[src/rtl/button_event_scheduler.sv]
// Latches active-low press pulses, arbitrates among pending buttons and offers one event at a
// time on a valid/ready port. Define BTN_SCHED_RR_EN for round-robin; default is fixed priority.
module button_event_scheduler #(
  parameter int N_BTN        = 5,
  parameter int COOLDOWN_CYC = 16,
  parameter int TIMEOUT_CYC  = 0,
  parameter int IDW          = (N_BTN > 1) ? $clog2(N_BTN) : 1
) (
  input  logic             clk,
  input  logic             rst,
  input  logic [N_BTN-1:0] btn_n,
  output logic             evt_valid,
  input  logic             evt_ready,
  output logic [IDW-1:0]   evt_id,
  output logic [N_BTN-1:0] drop,
  output logic             timeout,
  output logic             busy
);

  localparam int CMAX = (COOLDOWN_CYC > TIMEOUT_CYC) ? COOLDOWN_CYC : TIMEOUT_CYC;
  localparam int CW   = (CMAX > 1) ? $clog2(CMAX) : 1;
  localparam logic [CW-1:0] TO_LAST = CW'((TIMEOUT_CYC > 0) ? TIMEOUT_CYC - 1 : 0);
  localparam logic [CW-1:0] CD_LAST = CW'((COOLDOWN_CYC > 0) ? COOLDOWN_CYC - 1 : 0);

  typedef enum logic [1:0] {IDLE, OFFER, COOL} state_t;

  state_t           state, state_n;
  logic [CW-1:0]    cnt, cnt_n;
  logic [N_BTN-1:0] pending, pending_n, clr, press;
  logic [IDW-1:0]   rr_ptr, rr_ptr_n, win_id, evt_id_n;
  logic             win_found, evt_valid_n, timeout_n, fire;

`ifdef BTN_SCHED_RR_EN
  int idx;
  // Search begins just after the last served button and wraps.
  always_comb begin
    win_found = 1'b0;
    win_id    = '0;
    idx       = 0;
    for (int k = 1; k <= N_BTN; k++) begin
      idx = (int'(rr_ptr) + k) % N_BTN;
      if (!win_found && pending[idx]) begin
        win_found = 1'b1;
        win_id    = IDW'(idx);
      end
    end
  end
`else
  logic unused_rr;
  assign unused_rr = ^rr_ptr;

  always_comb begin
    win_found = |pending;
    win_id    = '0;
    for (int i = N_BTN - 1; i >= 0; i--)
      if (pending[i]) win_id = IDW'(i);
  end
`endif

  always_comb begin
    state_n     = state;
    cnt_n       = cnt;
    evt_valid_n = evt_valid;
    evt_id_n    = evt_id;
    rr_ptr_n    = rr_ptr;
    timeout_n   = 1'b0;
    fire        = 1'b0;
    case (state)
      IDLE: begin
        if (win_found) begin
          state_n     = OFFER;
          evt_valid_n = 1'b1;
          evt_id_n    = win_id;
          cnt_n       = '0;
        end
      end
      OFFER: begin
        // Accept takes precedence over an expiring offer on the same edge.
        if (evt_ready || (TIMEOUT_CYC != 0 && cnt == TO_LAST)) begin
          fire        = 1'b1;
          timeout_n   = !evt_ready;
          evt_valid_n = 1'b0;
          rr_ptr_n    = evt_id;
          cnt_n       = '0;
          state_n     = (COOLDOWN_CYC == 0) ? IDLE : COOL;
        end else if (TIMEOUT_CYC != 0) begin
          cnt_n = cnt + 1'b1;
        end
      end
      COOL: begin
        if (cnt == CD_LAST) begin
          state_n = IDLE;
          cnt_n   = '0;
        end else begin
          cnt_n = cnt + 1'b1;
        end
      end
      default: state_n = IDLE;
    endcase
  end

  // A press arriving on the same edge its button is cleared survives as a new request.
  always_comb begin
    clr = '0;
    for (int i = 0; i < N_BTN; i++)
      clr[i] = fire && (evt_id == IDW'(i));
  end

  assign press     = ~btn_n;
  assign pending_n = press | (pending & ~clr);
  assign busy      = (state != IDLE) || (|pending);

  always_ff @(posedge clk) begin
    if (rst) begin
      state     <= IDLE;
      cnt       <= '0;
      pending   <= '0;
      rr_ptr    <= IDW'(N_BTN - 1);
      evt_valid <= 1'b0;
      evt_id    <= '0;
      drop      <= '0;
      timeout   <= 1'b0;
    end else begin
      state     <= state_n;
      cnt       <= cnt_n;
      pending   <= pending_n;
      rr_ptr    <= rr_ptr_n;
      evt_valid <= evt_valid_n;
      evt_id    <= evt_id_n;
      drop      <= press & pending & ~clr;
      timeout   <= timeout_n;
    end
  end

endmodule

[config.mk]
export PLATFORM = sky130hd
export DESIGN_NAME = button_event_scheduler
export DESIGN_NICKNAME = d
export VERILOG_FILES = /design/src/rtl/button_event_scheduler.sv
export SDC_FILE = /design/constraint.sdc
export NUM_CORES = 1
export LEC_CHECK = 0
export CORE_ASPECT_RATIO = 1.2
export CORE_MARGIN = 10
export CORE_UTILIZATION = 40
export DETAILED_ROUTE_END_ITERATION = 7
export GPL_TIMING_DRIVEN = 0
export PLACE_DENSITY = 0.76
export REMOVE_ABC_BUFFERS = 1
export SYNTH_ARGS = -nofsm -noshare
export SYNTH_HDL_FRONTEND = slang
export SYNTH_SLANG_ARGS = --single-unit
[constraint.sdc]
create_clock -name clk -period 1.9 [get_ports clk]
set_clock_uncertainty 0.2 [all_clocks]
set_input_delay 0.19 -clock clk [delete_from_list [all_inputs] [get_ports clk]]
set_output_delay 0.19 -clock clk [all_outputs]
set_load 0.005 [all_outputs]
==> results of run 1 <==
cell usage after synthesis (all sizes together) (2+ instances only):
library cell  count
clkbuf            2
nor3              7
nand2             4
o21ai             8
a211oi            2
nand3             2
nor4              2
a21oi            10
nor2              2
nand3b            4
nand2b            8
buf               2
nor2b             2
dfxtp            21
layout make-up:
| cell class | instances | area share, % |
|---|---|---|
| timing repair buffer | 19 | 17.2 |
| inverter | 1 | 0.339 |
| clock buffer | 3 | 2.03 |
| clock inverter | 1 | 0.451 |
| tap | 30 | 3.39 |
| multi-input combinational | 64 | 38.3 |
| sequential | 21 | 38.4 |
worst paths after layout:
check	start	end	slack, ns	depth (start not counted)
setup / recovery	evt_id[1]	evt_id[1]	0.17	1
hold / removal	btn_n[1]	drop[1]	0.24	2
setup reg to reg	pending[3]	evt_id[0]	0.35	3
hold reg to reg	evt_valid	evt_valid	0.27	2
routing by layer:
layer	global-route usage, %	vias to the layer above	wire length [um]
li1	-	371	-
met1	8.84	340	789
met3	4.25	3	148
met4	4.58	0	27
met5	0	-	0
met2	14.8	16	821
flip-flops by register name (all words and copies together), names as in the netlist:
signal     flops
pending        5
evt_id         3
timeout        1
evt_valid      1
drop           5
cnt            4
state          2
repair_timing:
item / CTS / global route
setup buffers: 1 / 0
pin swaps: 1 / 0
resized for setup: 5 / 2
hold buffers: 0 / 0
setup endpoints to repair: 1 / 1
metrics by stage:
step / utilization [%] / cells / worst slack [ns]
2_1_floorplan: - / 86 / 0.448
3_3_place_gp: 51.3 / 134 / -0.0501
3_5_place_dp: 51.3 / 134 / -0.0557
4_1_cts: 53.9 / 139 / 0.000457
5_1_grt: 54.1 / 139 / 0.0930
6_report: 54.1 / 139 / 0.168
kinds of logic (layout without fill, tap and decap cells):
group | after synthesis | count (layout)
flip-flops | 21 | 21
AO/OA/AOI/OAI | 27 | 27
adder cells (fa/ha/maj) | 1 | 1
AND/OR/NAND/NOR | 34 | 34
other | 1 | 1
buffers and inverters | 5 | 24
multiplexers | 1 | 1
where the power goes:
part           switching [mW]  internal [mW]
Sequential             0.0374          0.469
Combinational          0.0543         0.0761
Clock                   0.131         0.0787
==> impl_table.tex, run 1 <==
\begin{tabular}{lr}
\hline
Metric & Value \\
\hline
\multicolumn{2}{l}{\textbf{Run status}} \\
Run status & completed \\
\multicolumn{2}{l}{\textbf{Placement}} \\
Number of buffer cells added on primary ports & 18 \\
Detailed Place HPWL & 1.32 mm \\
Global placement routability congestion & 0.733 \\
Cell area reported after detailed placement & 1050 um2 \\
\multicolumn{2}{l}{\textbf{STA}} \\
Fin Setup TNS & 0 ns \\
Crit share post-route & 91.1\% \\
Worst hold slack & 0.241 ns \\
Slew margin rel. & 52.5\% \\
Number of max-slew violations in the final report & 0 \\
Final setup vio count & 0 \\
Period minus WS final & 1.73 ns \\
Max Clk Rate & 577 MHz \\
Slew @ Worst Pin & 0.711 ns \\
Setup repair after global routing missed its margin & false \\
Final hold violations & 0 \\
\multicolumn{2}{l}{\textbf{Power and ir drop}} \\
Total power draw & 0.846 mW \\
Power density over cell area & 763 nW/um2 \\
Peak supply drop & 0.569 mV \\
Leakage & 0.366 nW \\
\multicolumn{2}{l}{\textbf{Synth}} \\
Sequential element share of the synthesized area & 49.2\% \\
Post-synthesis register bit count & 21 \\
Number of synthesized flops with an enable pin & 0 \\
Share of synthesized area spent on multiplexers & 1.17\% \\
Distinct cells, synth & 33 \\
Post-synthesis adder-cell area fraction & 1.46\% \\
Share of synthesized flip-flops with an asynchronous set or reset & 0\% \\
Synth Area per Inst & 9.50 um2 \\
Synth Area in Compound Gates & 19.3\% \\
Area share of the leading cell type in the synthesized netlist & 49.2\% \\
Number of instances in the synthesized netlist & 90 \\
Dominant combinational cell family by area after synthesis & simple AND/OR/NAND/NOR gates \\
Cell type with the largest total area after synthesis & dfxtp\_1 \\
Area fraction in and, or, nand and nor cells after synthesis & 25.6\% \\
Synth area leaders & dfxtp\_1, a21oi\_1, nand2b\_1 \\
Parity-gate share of the synthesized area counting xor and xnor cells & 0\% \\
Post-synth design cell area & 855 um2 \\
Syn. warnings & 0 \\
Primary flip-flop cell chosen by synthesis mapping & dfxtp\_1 \\
\multicolumn{2}{l}{\textbf{Floorplan}} \\
Die extent in y & 70.6 um \\
Starting Density & 41.7\% \\
Standard-cell rows & 18 \\
Area of the placeable core & 2050 um2 \\
Die area & 4390 um2 \\
Top Ports & 19 \\
Floorplan die width & 62.2 um \\
\multicolumn{2}{l}{\textbf{CTS}} \\
Sink count of the clock tree & 21 \\
Clock Path Buffers & 2 \\
CTS tree & done \\
H-tree levels & 1 \\
Insertion delay of the later-clocked pin in the worst-skew pair & 0.31 ns \\
Clock-pin transition on the worst setup and hold timing paths & 0.11 ns \\
Clock buffers created by TritonCTS & 3 \\
Clock tree root driver cell & clkbuf\_4 \\
\multicolumn{2}{l}{\textbf{Routing}} \\
DR WL/cell & 12.8 um \\
Antenna-violating nets left & 0 \\
Average vias per placed instance & 5.25 \\
Number of design-rule violations left by the first detailed-router iteration & 9 \\
Total via count in the routed design & 730 \\
Post-route DRC & 0 \\
Number of iterations in the first detailed-routing pass & 2 \\
Total detailed-routing wirelength & 1.79 mm \\
\multicolumn{2}{l}{\textbf{Global route}} \\
Via count of the first global-routing pass & 761 \\
Maximum number of pins on one net before global-route repair & 24 \\
Initial antenna violation count & 0 \\
Global-route wire length before repair & 3.25 mm \\
Global-route usage over all layers & 8.81\% \\
Overflow left after global routing & 0 \\
\multicolumn{2}{l}{\textbf{Layout}} \\
Area delta synth->final & 29.7\% \\
Fraction of layout cells with a size suffix above 1 & 12.8\% \\
Area used by multi-input combinational logic & 424 um2 \\
Commonest cells after routing, fill and taps aside & dfxtp\_1, clkdlybuf4s50\_1, a21oi\_1 \\
Finished Cell Area & 1110 um2 \\
Number of fillers in the final layout & 182 \\
Diodes inserted & 0 \\
Sequential cell area & 425 um2 \\
Fin nets & 119 \\
\multicolumn{2}{l}{\textbf{Critical path}} \\
Largest stage delay on the critical path & 0.56 ns \\
Maximum fanout along the worst path & 8 \\
List of cells traversed by the critical path & clkdlybuf4s50\_1 \\
Critical path's top delay family & buffers and inverters \\
Crit path arrival time & 1.34 ns \\
CP Data Required Time & 1.51 ns \\
Startpoint Class & register \\
Critical path buffers and inverters & 1 \\
Sort of element at the end of the critical path & output port \\
Worst path slowest cell & clkdlybuf4s50\_1 \\
Worst setup path category & register to output port \\
\multicolumn{2}{l}{\textbf{Min path}} \\
Classification of the worst-slack hold path & input port to register \\
\multicolumn{2}{l}{\textbf{Job}} \\
Number of maximum-capacitance violations & 0 \\
\hline
\end{tabular}
No activity file was read; power rests on OpenSTA's default activity.
==> run 2: changes to the inputs <==
--- a/config.mk
+++ b/config.mk
@@ -5,6 +5,7 @@
 export SDC_FILE = /design/constraint.sdc
 export NUM_CORES = 1
 export LEC_CHECK = 0
+export CAP_MARGIN = 20
 export CORE_ASPECT_RATIO = 1.2
 export CORE_MARGIN = 10
 export CORE_UTILIZATION = 40
==> results of run 2 <==
Same layout as run 1: the final DEF is identical, and so are final timing and power.
==> run 3: changes to the inputs <==
--- a/config.mk
+++ b/config.mk
@@ -5,7 +5,7 @@
 export SDC_FILE = /design/constraint.sdc
 export NUM_CORES = 1
 export LEC_CHECK = 0
-export CAP_MARGIN = 20
+export CAP_MARGIN = 15
 export CORE_ASPECT_RATIO = 1.2
 export CORE_MARGIN = 10
 export CORE_UTILIZATION = 40
==> results of run 3 <==
Same layout as run 1: the final DEF is identical, and so are final timing and power.
